--- config.mk ---
export PLATFORM = sky130hd
export DESIGN_NAME = adc_scan_sequencer
export DESIGN_NICKNAME = d
export VERILOG_FILES = /design/src/rtl/adc_pkg.sv /design/src/rtl/adc_next_chan.sv /design/src/rtl/adc_scan_sequencer.sv
export SDC_FILE = /design/constraint.sdc
export NUM_CORES = 1
export LEC_CHECK = 0
export CAP_MARGIN = 30
export CELL_PAD_IN_SITES_DETAIL_PLACEMENT = 1
export CELL_PAD_IN_SITES_GLOBAL_PLACEMENT = 1
export CORE_AREA = 2 2 112 141
export DETAILED_ROUTE_END_ITERATION = 8
export DIE_AREA = 0 0 114 143
export GPL_ROUTABILITY_DRIVEN = 0
export PLACE_DENSITY = 0.77
export SYNTH_ARGS = -nofsm -noshare
export SYNTH_HDL_FRONTEND = slang
export SYNTH_SLANG_ARGS = --single-unit
export TNS_END_PERCENT = 30
--- constraint.sdc ---
create_clock -name clk -period 2.9 [get_ports clk]
set_input_delay 0.29 -clock clk [delete_from_list [all_inputs] [get_ports clk]]
set_output_delay 0.29 -clock clk [all_outputs]
set_load 0.02 [all_outputs]
--- src/rtl/adc_pkg.sv ---
// rtl/adc_pkg.sv - shared widths and state type for the ADC scan sequencer
//
// Purpose: channel count, address/data widths and the sequencer state enum.
// Ports: none (package).
package adc_pkg;

  localparam int NCH    = 8;
  localparam int CH_W   = 3;
  localparam int DATA_W = 12;

  typedef enum logic [1:0] {
    ST_IDLE  = 2'd0,
    ST_PRIME = 2'd1,
    ST_SCAN  = 2'd2,
    ST_DRAIN = 2'd3
  } state_e;

endpackage

--- src/rtl/adc_next_chan.sv ---
// rtl/adc_next_chan.sv - next enabled channel search, ascending with wrap
//
// Purpose: given the enable mask and the current channel, return the first
//          enabled channel strictly above cur_i (wrapping), or cur_i itself
//          when it is the only enabled channel. Pure combinational.
// Ports:
//   mask_i  [NCH-1:0]  channel enable mask
//   cur_i   [CH_W-1:0] current channel
//   next_o  [CH_W-1:0] next enabled channel (cur_i when none found)
//   found_o            any channel enabled
module adc_next_chan
  import adc_pkg::*;
(
  input  logic [NCH-1:0]  mask_i,
  input  logic [CH_W-1:0] cur_i,
  output logic [CH_W-1:0] next_o,
  output logic            found_o
);

  logic [CH_W-1:0] idx;

  // Walk from the farthest offset down to the nearest so the nearest
  // enabled channel is the last one written. Offset NCH lands on cur_i.
  always_comb begin
    next_o  = cur_i;
    found_o = 1'b0;
    idx     = '0;
    for (int i = NCH; i >= 1; i--) begin
      idx = cur_i + CH_W'(i);
      if (mask_i[idx]) begin
        next_o  = idx;
        found_o = 1'b1;
      end
    end
  end

endmodule

--- src/rtl/adc_scan_sequencer.sv ---
// rtl/adc_scan_sequencer.sv - round-robin scan sequencer for a pipelined SPI ADC
//
// Purpose: walks the enabled channels, drives the SPI front end address, tags
//          each one-frame-late result with its channel, streams it out and
//          keeps a latest-sample table.
// Ports:
//   clk, reset_b                 clock, async active-low reset
//   start, stop                  one-cycle control pulses
//   chan_en      [NCH-1:0]       channel enable mask
//   spi_valid, spi_data          frame-complete strobe and result
//   spi_add, spi_reset_b         address and hold to the SPI front end
//   sample_valid/ready/chan/data output sample stream
//   rd_chan, rd_data             combinational table read
//   busy, overrun                not idle; sticky overwrite flag
module adc_scan_sequencer
  import adc_pkg::*;
(
  input  logic              clk,
  input  logic              reset_b,
  input  logic              start,
  input  logic              stop,
  input  logic [NCH-1:0]    chan_en,
  input  logic              spi_valid,
  input  logic [DATA_W-1:0] spi_data,
  output logic [CH_W-1:0]   spi_add,
  output logic              spi_reset_b,
  output logic              sample_valid,
  input  logic              sample_ready,
  output logic [CH_W-1:0]   sample_chan,
  output logic [DATA_W-1:0] sample_data,
  input  logic [CH_W-1:0]   rd_chan,
  output logic [DATA_W-1:0] rd_data,
  output logic              busy,
  output logic              overrun
);

  state_e            state_q;
  logic [CH_W-1:0]   cur_chan_q;
  logic [CH_W-1:0]   pend_chan_q;
  logic              stop_pend_q;
  logic              sample_valid_q;
  logic [CH_W-1:0]   sample_chan_q;
  logic [DATA_W-1:0] sample_data_q;
  logic              overrun_q;
  logic [DATA_W-1:0] table_q [NCH];

  logic [CH_W-1:0]   adv_chan;
  logic              adv_found;
  logic [CH_W-1:0]   first_chan;
  logic              first_found;
  logic              emit;

  adc_next_chan u_adv (
    .mask_i  (chan_en),
    .cur_i   (cur_chan_q),
    .next_o  (adv_chan),
    .found_o (adv_found)
  );

  // Searching "above the top channel" wraps to the lowest enabled channel.
  adc_next_chan u_first (
    .mask_i  (chan_en),
    .cur_i   (CH_W'(NCH - 1)),
    .next_o  (first_chan),
    .found_o (first_found)
  );

  // Frames completing in SCAN or DRAIN carry the pending channel's result;
  // the PRIME frame only fills the ADC pipeline.
  assign emit = spi_valid && (state_q == ST_SCAN || state_q == ST_DRAIN);

  always_ff @(posedge clk or negedge reset_b) begin
    if (!reset_b) begin
      state_q        <= ST_IDLE;
      cur_chan_q     <= '0;
      pend_chan_q    <= '0;
      stop_pend_q    <= 1'b0;
      sample_valid_q <= 1'b0;
      sample_chan_q  <= '0;
      sample_data_q  <= '0;
      overrun_q      <= 1'b0;
      for (int i = 0; i < NCH; i++) table_q[i] <= '0;
    end else begin
      if (emit) begin
        sample_valid_q       <= 1'b1;
        sample_chan_q        <= pend_chan_q;
        sample_data_q        <= spi_data;
        table_q[pend_chan_q] <= spi_data;
        if (sample_valid_q && !sample_ready) overrun_q <= 1'b1;
      end else if (sample_ready) begin
        sample_valid_q <= 1'b0;
      end

      case (state_q)
        ST_IDLE: begin
          stop_pend_q <= 1'b0;
          if (start && !stop && first_found) begin
            cur_chan_q <= first_chan;
            overrun_q  <= 1'b0;
            state_q    <= ST_PRIME;
          end
        end
        ST_PRIME: begin
          if (stop) stop_pend_q <= 1'b1;
          if (spi_valid) begin
            if (stop || stop_pend_q) begin
              state_q <= ST_IDLE;
            end else begin
              pend_chan_q <= cur_chan_q;
              if (adv_found) begin
                cur_chan_q <= adv_chan;
                state_q    <= ST_SCAN;
              end else begin
                state_q <= ST_DRAIN;
              end
            end
          end
        end
        ST_SCAN: begin
          if (spi_valid) begin
            pend_chan_q <= cur_chan_q;
            if (adv_found) cur_chan_q <= adv_chan;
            if (stop || !adv_found) state_q <= ST_DRAIN;
          end else if (stop) begin
            state_q <= ST_DRAIN;
          end
        end
        ST_DRAIN: begin
          if (spi_valid) state_q <= ST_IDLE;
        end
        default: state_q <= ST_IDLE;
      endcase
    end
  end

  assign spi_add      = cur_chan_q;
  assign spi_reset_b  = (state_q != ST_IDLE);
  assign busy         = (state_q != ST_IDLE);
  assign sample_valid = sample_valid_q;
  assign sample_chan  = sample_chan_q;
  assign sample_data  = sample_data_q;
  assign overrun      = overrun_q;
  assign rd_data      = table_q[rd_chan];

endmodule
---- After elaboration in Yosys (flattened, before gate mapping) ----
Index checks and enable logic that the tools add are counted.
word-level totals
  logic and storage cells ................. 147
  flip-flop bits (word level) ............. 122
  output and inout bits ................... 34
  RAM bits ................................ 0
  latch bits .............................. 0
  memories ................................ 0
  memory bits (read-only) ................. 0
cells by class
  reduce and logical (&&, ||, !) cells .... 21
  $mul .................................... 0
  $add $sub $neg .......................... 7
  muxes and demuxes ....................... 79
  shift operators ......................... 0
  divide/modulo/power cells ............... 0
  equality and inequality tests ........... 11
  bitwise logic cells ..................... 2
  order comparisons ....................... 11
operators by type and width
  kind                                                        number
  bitwise mux 96 bit                                          1
  2-to-1 mux 3 bit                                            19
  binary-select mux 12 bit (select 3 bit)                     1
  demux 12 bit (select 3 bit)                                 1
  2-to-1 mux 12 bit                                           3
  2-to-1 mux 1 bit                                            33
  less-than comparator 3 x 4 -> 1 bit, second input constant  8
  binary-select mux 1 bit (select 3 bit)                      8
  2-to-1 mux 2 bit                                            9
  adder 3 bit, second input constant                          4
  != test 2 bit, second input constant                        6
  AND reduction 5 bit                                         2
  one-hot mux 3 bit (3 select lines)                          1
  >= comparator 4 bit, second input constant                  2
  NOT 3 -> 4 bit                                              2
  one-hot mux 2 bit (4 select lines)                          1
  nonzero test 2 bit                                          4
  adder 3 x 2 -> 3 bit, second input constant                 2
  one-hot mux 3 bit (2 select lines)                          1
  logical AND 1 bit                                           5
  equality test 2 bit, second input constant                  2
  less-than comparator 4 x 1 -> 1 bit, second input constant  1
  AND reduction 4 bit                                         1
  adder 3 x 1 -> 3 bit, second input constant                 1
  9 further kinds                                             13

---- Logic depth before layout (Yosys ltp) ----
  word-level depth ........................ 15
  depth in mapped cells ................... 10
  mapped depth without buffers ............ 8

---- Hierarchy ----
From an unflattened synthesis, not the netlist that was laid out.
unflattened totals
  cells, all modules ...................... 508
  area, all modules ....................... 7078.0 sq um
modules (own cells, without submodules)
  module              cells each  times used  sequential area each (sq um)  area each (sq um)
  adc_scan_sequencer  352         1           3052.9                        5679.2
  adc_next_chan       78          2           0.0                           699.4

---- Least setup slack after synthesis ----
No wires, ideal clock.
  path type ............................... reg2reg
  from .................................... reg cur_chan_q[1], in the netlist spi_add[1]
  to ...................................... reg cur_chan_q[0], in the netlist spi_add[0]
  setup time .............................. 0.128 ns
  stages on the path, launching flop included .. 11
  slack ................................... 0.020 ns
  required time ........................... 2.772 ns
  arrival ................................. 2.753 ns
  clock period less this slack ............ 2.880 ns
  cells stage by stage .................... dfrtp_1 -> bufbuf_8 -> inv_1 -> ha_1 -> buf_6 -> mux4_2 -> mux2i_2 -> o21ai_1 -> a31oi_1 -> o32ai_1 -> mux2_1
between the ends
  cells in the longest elaborated chain, start to end .. 14
  elaborated cells between the ends (all ways) .. 43
  classes of those cells .................. add/sub (7); mux (36)
RTL lines
  what                                                                        RTL line                                              RTL
  start: declaration                                                          adc_scan_sequencer.sv:38                              logic [CH_W-1:0] cur_chan_q;
  start signal: assignment                                                    adc_scan_sequencer.sv:98                              cur_chan_q <= first_chan;
  start signal: assignment                                                    adc_scan_sequencer.sv:111                             cur_chan_q <= adv_chan;
  start signal: assignment                                                    adc_scan_sequencer.sv:122                             if (adv_found) cur_chan_q <= adv_chan;
  adder 3 bit or binary-select mux 1 bit (select 3 bit) (tied branches)       adc_next_chan.sv:29, adc_next_chan.sv:30
  binary-select mux 1 bit (select 3 bit) or 2-to-1 mux 1 bit (tied branches)  adc_next_chan.sv:30                                   if (mask_i[idx]) begin
  2-to-1 mux 1 bit (implied by the code)                                      adc_next_chan.sv:30
  2-to-1 mux 3 bit or 2-to-1 mux 1 bit (tied branches) (7 in series)          adc_next_chan.sv:30
  2-to-1 mux 3 bit (*)                                                        adc_scan_sequencer.sv:110, adc_scan_sequencer.sv:122
  2-to-1 mux 3 bit                                                            adc_scan_sequencer.sv:106                             if (stop || stop_pend_q) begin
  2-to-1 mux 3 bit                                                            adc_scan_sequencer.sv:105                             if (spi_valid) begin
  one-hot mux 3 bit (3 select lines) (*)                                      adc_scan_sequencer.sv:94                              case (state_q)
Mark *: on every way between the ends. The rest lies on a longest branch, timed or not. The select of a mux whose other input is x is not followed.
A chain may end at the register's enable or synchronous reset.

---- Final worst setup path ----
Ends and elaborated chain as after synthesis.

==> results.py <==
metrics = {
    "clock_network": {
        "cts_tree": "done",
        "cts_buffers": 17,
        "insertion_delay_ps": 410,
        "clockBufferDepth": 2,
        "root_buffer": "clkbuf_16",
        "cts-resized-gates": 0,
        "clk_pin_slew_ps": 50,
        "postCtsSetupBuffers": 0,
        "cts_sinks": 122,
        "htreeDepth": 4,
    },
    "routing": {
        "vias": 4093,
        "detail_route.wirelength_um": 15500,
        "dr.pass1.iters": 5,
        "ant_nets": 0,
        "drt_iter0_markers": 156,
        "drc": 0,
        "routed_via_density": 5.73,
        "wl_per_cell_um": 21.7,
    },
    "timing": {
        "setup_ws_ps": 254,
        "hold_viol_final": 0,
        "drv_slew": 0,
        "finClkSkew_ps": 6.58,
        "final-setup-viol-count": 0,
        "tns_ps": 0,
        "min_period_over_period": 0.912,
        "period_minus_slack_ps": 2650,
        "grt_setup_unrepaired": "false",
        "max_freq_ghz": 0.378,
        "worstMarginPinSlew_ps": 628,
        "slew_headroom": 0.581,
    },
    "synthesis": {
        "synth_area_sq_um": 6290,
        "yosysWarnings": 0,
        "yosysUniqueCellTypes": 54,
        "ys_ff_latch": 122,
        "ys.flop_type": "dfrtp_1",
        "synth.avg_cell_area_sq_um": 14.2,
        "synth_largest_area_cell": "dfrtp_1",
        "synth_edf_count": 0,
        "synthTopCellsByArea": "dfrtp_1, mux2_2, mux4_2",
        "netlist_instances": 442,
        "syn_nets": 478,
        "ys_seq_area_frac": 0.485,
        "yosysTopAreaCellShare": 0.485,
        "async_flop_share": 1.00,
    },
    "place": {
        "dp_slack_ps": 88.1,
        "port_buffers": 62,
        "dp_hpwl_um": 10300,
        "dpl-instance-area_sq_um": 7230,
    },
    "die": {
        "rows": 50,
        "chipWidth_um": 114,
        "start_util": 0.423,
        "core_sq_um": 14900,
        "die-height_um": 143,
        "num_io_pins": 63,
        "die_area_sq_um": 16300,
    },
    "run": {
        "maxCapViolations": 0,
    },
    "setup_path": {
        "criticalPathCategory": "register to register",
        "cp_top_family": "multiplexers",
        "critPathMaxStageDelay_ps": 620,
        "worstPathArrival_ps": 2940,
        "path_buf_inv": 1,
        "path_cells": "inv_1 -> ha_1 -> mux4_2 -> mux2i_2 -> nand2b_1 -> nand3_1 -> a41oi_1 -> mux2_1",
        "crit_path_start_kind": "register",
        "worstPathRequired_ps": 3190,
        "cp-end-kind": "register",
        "worstPathMaxFanout": 6,
        "critPathSlowestCell": "mux4_2",
    },
    "grt": {
        "grt-ovfl-total": 0,
        "met2_usage": 0.373,
        "gr-usage-met3": 0.0548,
        "grt_pass1_wl_um": 25400,
        "grt-busiest-layer": "met2",
        "antenna_found_initial": 0,
        "grt_pass1_vias": 4630,
        "grt_max_degree": 78,
        "grt.total_usage": 0.207,
        "grt_use_met1": 0.244,
    },
    "finish": {
        "num-nets-final": 559,
        "diodes": 0,
        "fin_area_sq_um": 7780,
        "drive_gt1_frac": 0.410,
        "area_growth_pct": 23.6,
    },
    "power": {
        "peakVddDrop_uv": 480,
        "p_per_area_nw_per_um2": 1100,
        "cellLeakagePower_uw": 0.00345,
    },
    "min_path": {
        "hold_path_class": "primary input to async pin",
    },
    "status": {
        "run_status": "complete, no violations",
    },
}
==> synth_stat cells, types with 3 or more instances <==
library cell and instances:
a21oi_1 9, a22oi_1 3, a31oi_1 4, buf_1 3, buf_6 3, clkbuf_1 14
dfrtp_1 122, ha_1 7, inv_1 15, mux2_2 123, mux2i_1 6, mux2i_2 3
mux4_2 30, nand2_1 17, nand2b_1 5, nand4_1 3, nor2_1 13, nor3_1 10
o21ai_0 9
==> cell type report <==
type | count | area (sq um)
Clock buffer | 25 | 495
Clock inverter | 3 | 40.0
Fill cell | 1483 | 7110
Inverter | 16 | 86.3
Multi-Input combinational cell | 281 | 3050
Sequential cell | 122 | 3050
Tap cell | 182 | 228
Timing Repair Buffer | 85 | 826
==> flip-flops by register name, indices dropped and copies added (netlist names), named ones only <==
| name | flops |
|---|---|
| table_q | 96 |
| sample_data | 12 |
| pend_chan_q | 3 |
| sample_chan | 3 |
| spi_add | 3 |
| overrun | 1 |
| sample_valid | 1 |
| state_q | 1 |
| stop_pend_q | 1 |
==> repair_timing <==
action                                  CTS  global route
endpoints found under the hold margin    45             0
hold buffers                              1             0
endpoints found under the setup margin    0             0
==> power by group <==
group          switching, uW  internal [uW]
registers                461           2420
clock network            687           1240
logic                   1770           1980
total                   2920           5640
==> cells by family after synthesis <==
kind of cell	after synthesis	share of synthesized area
mux	168	0.361
flops	122	0.485
simple gates	57	0.0433
compound gates	46	0.0505
buf+inv	39	0.0346
fa+ha+maj	7	0.0139
xor+xnor	3	0.0113
==> metrics by stage <==
step | hold slack [ps] | utilization | power (uW) | cells
floorplan | -5.59 | - | 5480 | 442
global placement | 334 | 0.486 | 6430 | 685
detailed placement | 340 | 0.486 | 6630 | 685
CTS | 449 | 0.522 | 8630 | 714
global route | 471 | 0.522 | 9080 | 714
finish | 441 | 0.522 | 8570 | 714
==> routing by layer <==
layer | routed length, um | vias up
li1 | - | 1819
met1 | 6370 | 2180
met2 | 8490 | 81
met3 | 485 | 13
met4 | 151 | 0
met5 | 0 | -
==> path summary, 6_finish.rpt <==
path	startpoint	to	slack, ps	cells past startpoint
setup reg to reg	spi_add[1]$_DFFE_PN0P_	spi_add[0]$_DFFE_PN0P_	250	8
setup / recovery	spi_add[1]$_DFFE_PN0P_	spi_add[0]$_DFFE_PN0P_	250	8
hold / removal	reset_b	table_q[39]$_DFFE_PN0P_	440	2
max in group asynchronous	reset_b	sample_data[7]$_DFFE_PN0P_	1620	3
hold reg to reg	table_q[40]$_DFFE_PN0P_	table_q[40]$_DFFE_PN0P_	500	1
min in group clk	sample_ready	sample_valid$_DFFE_PN0P_	490	2
==> cells in the final DEF (no fill, tap or decap), types with 8 or more instances in the layout <==
cell and count:
inv_1 15, buf_4 20, dfrtp_1 122, clkdlybuf4s50_1 60
mux2_2 123, a21oi_1 9, o21ai_0 8, mux4_2 30
nand2_1 17, nor2_1 13, clkbuf_16 17
Power figures use the tool's default switching activity.
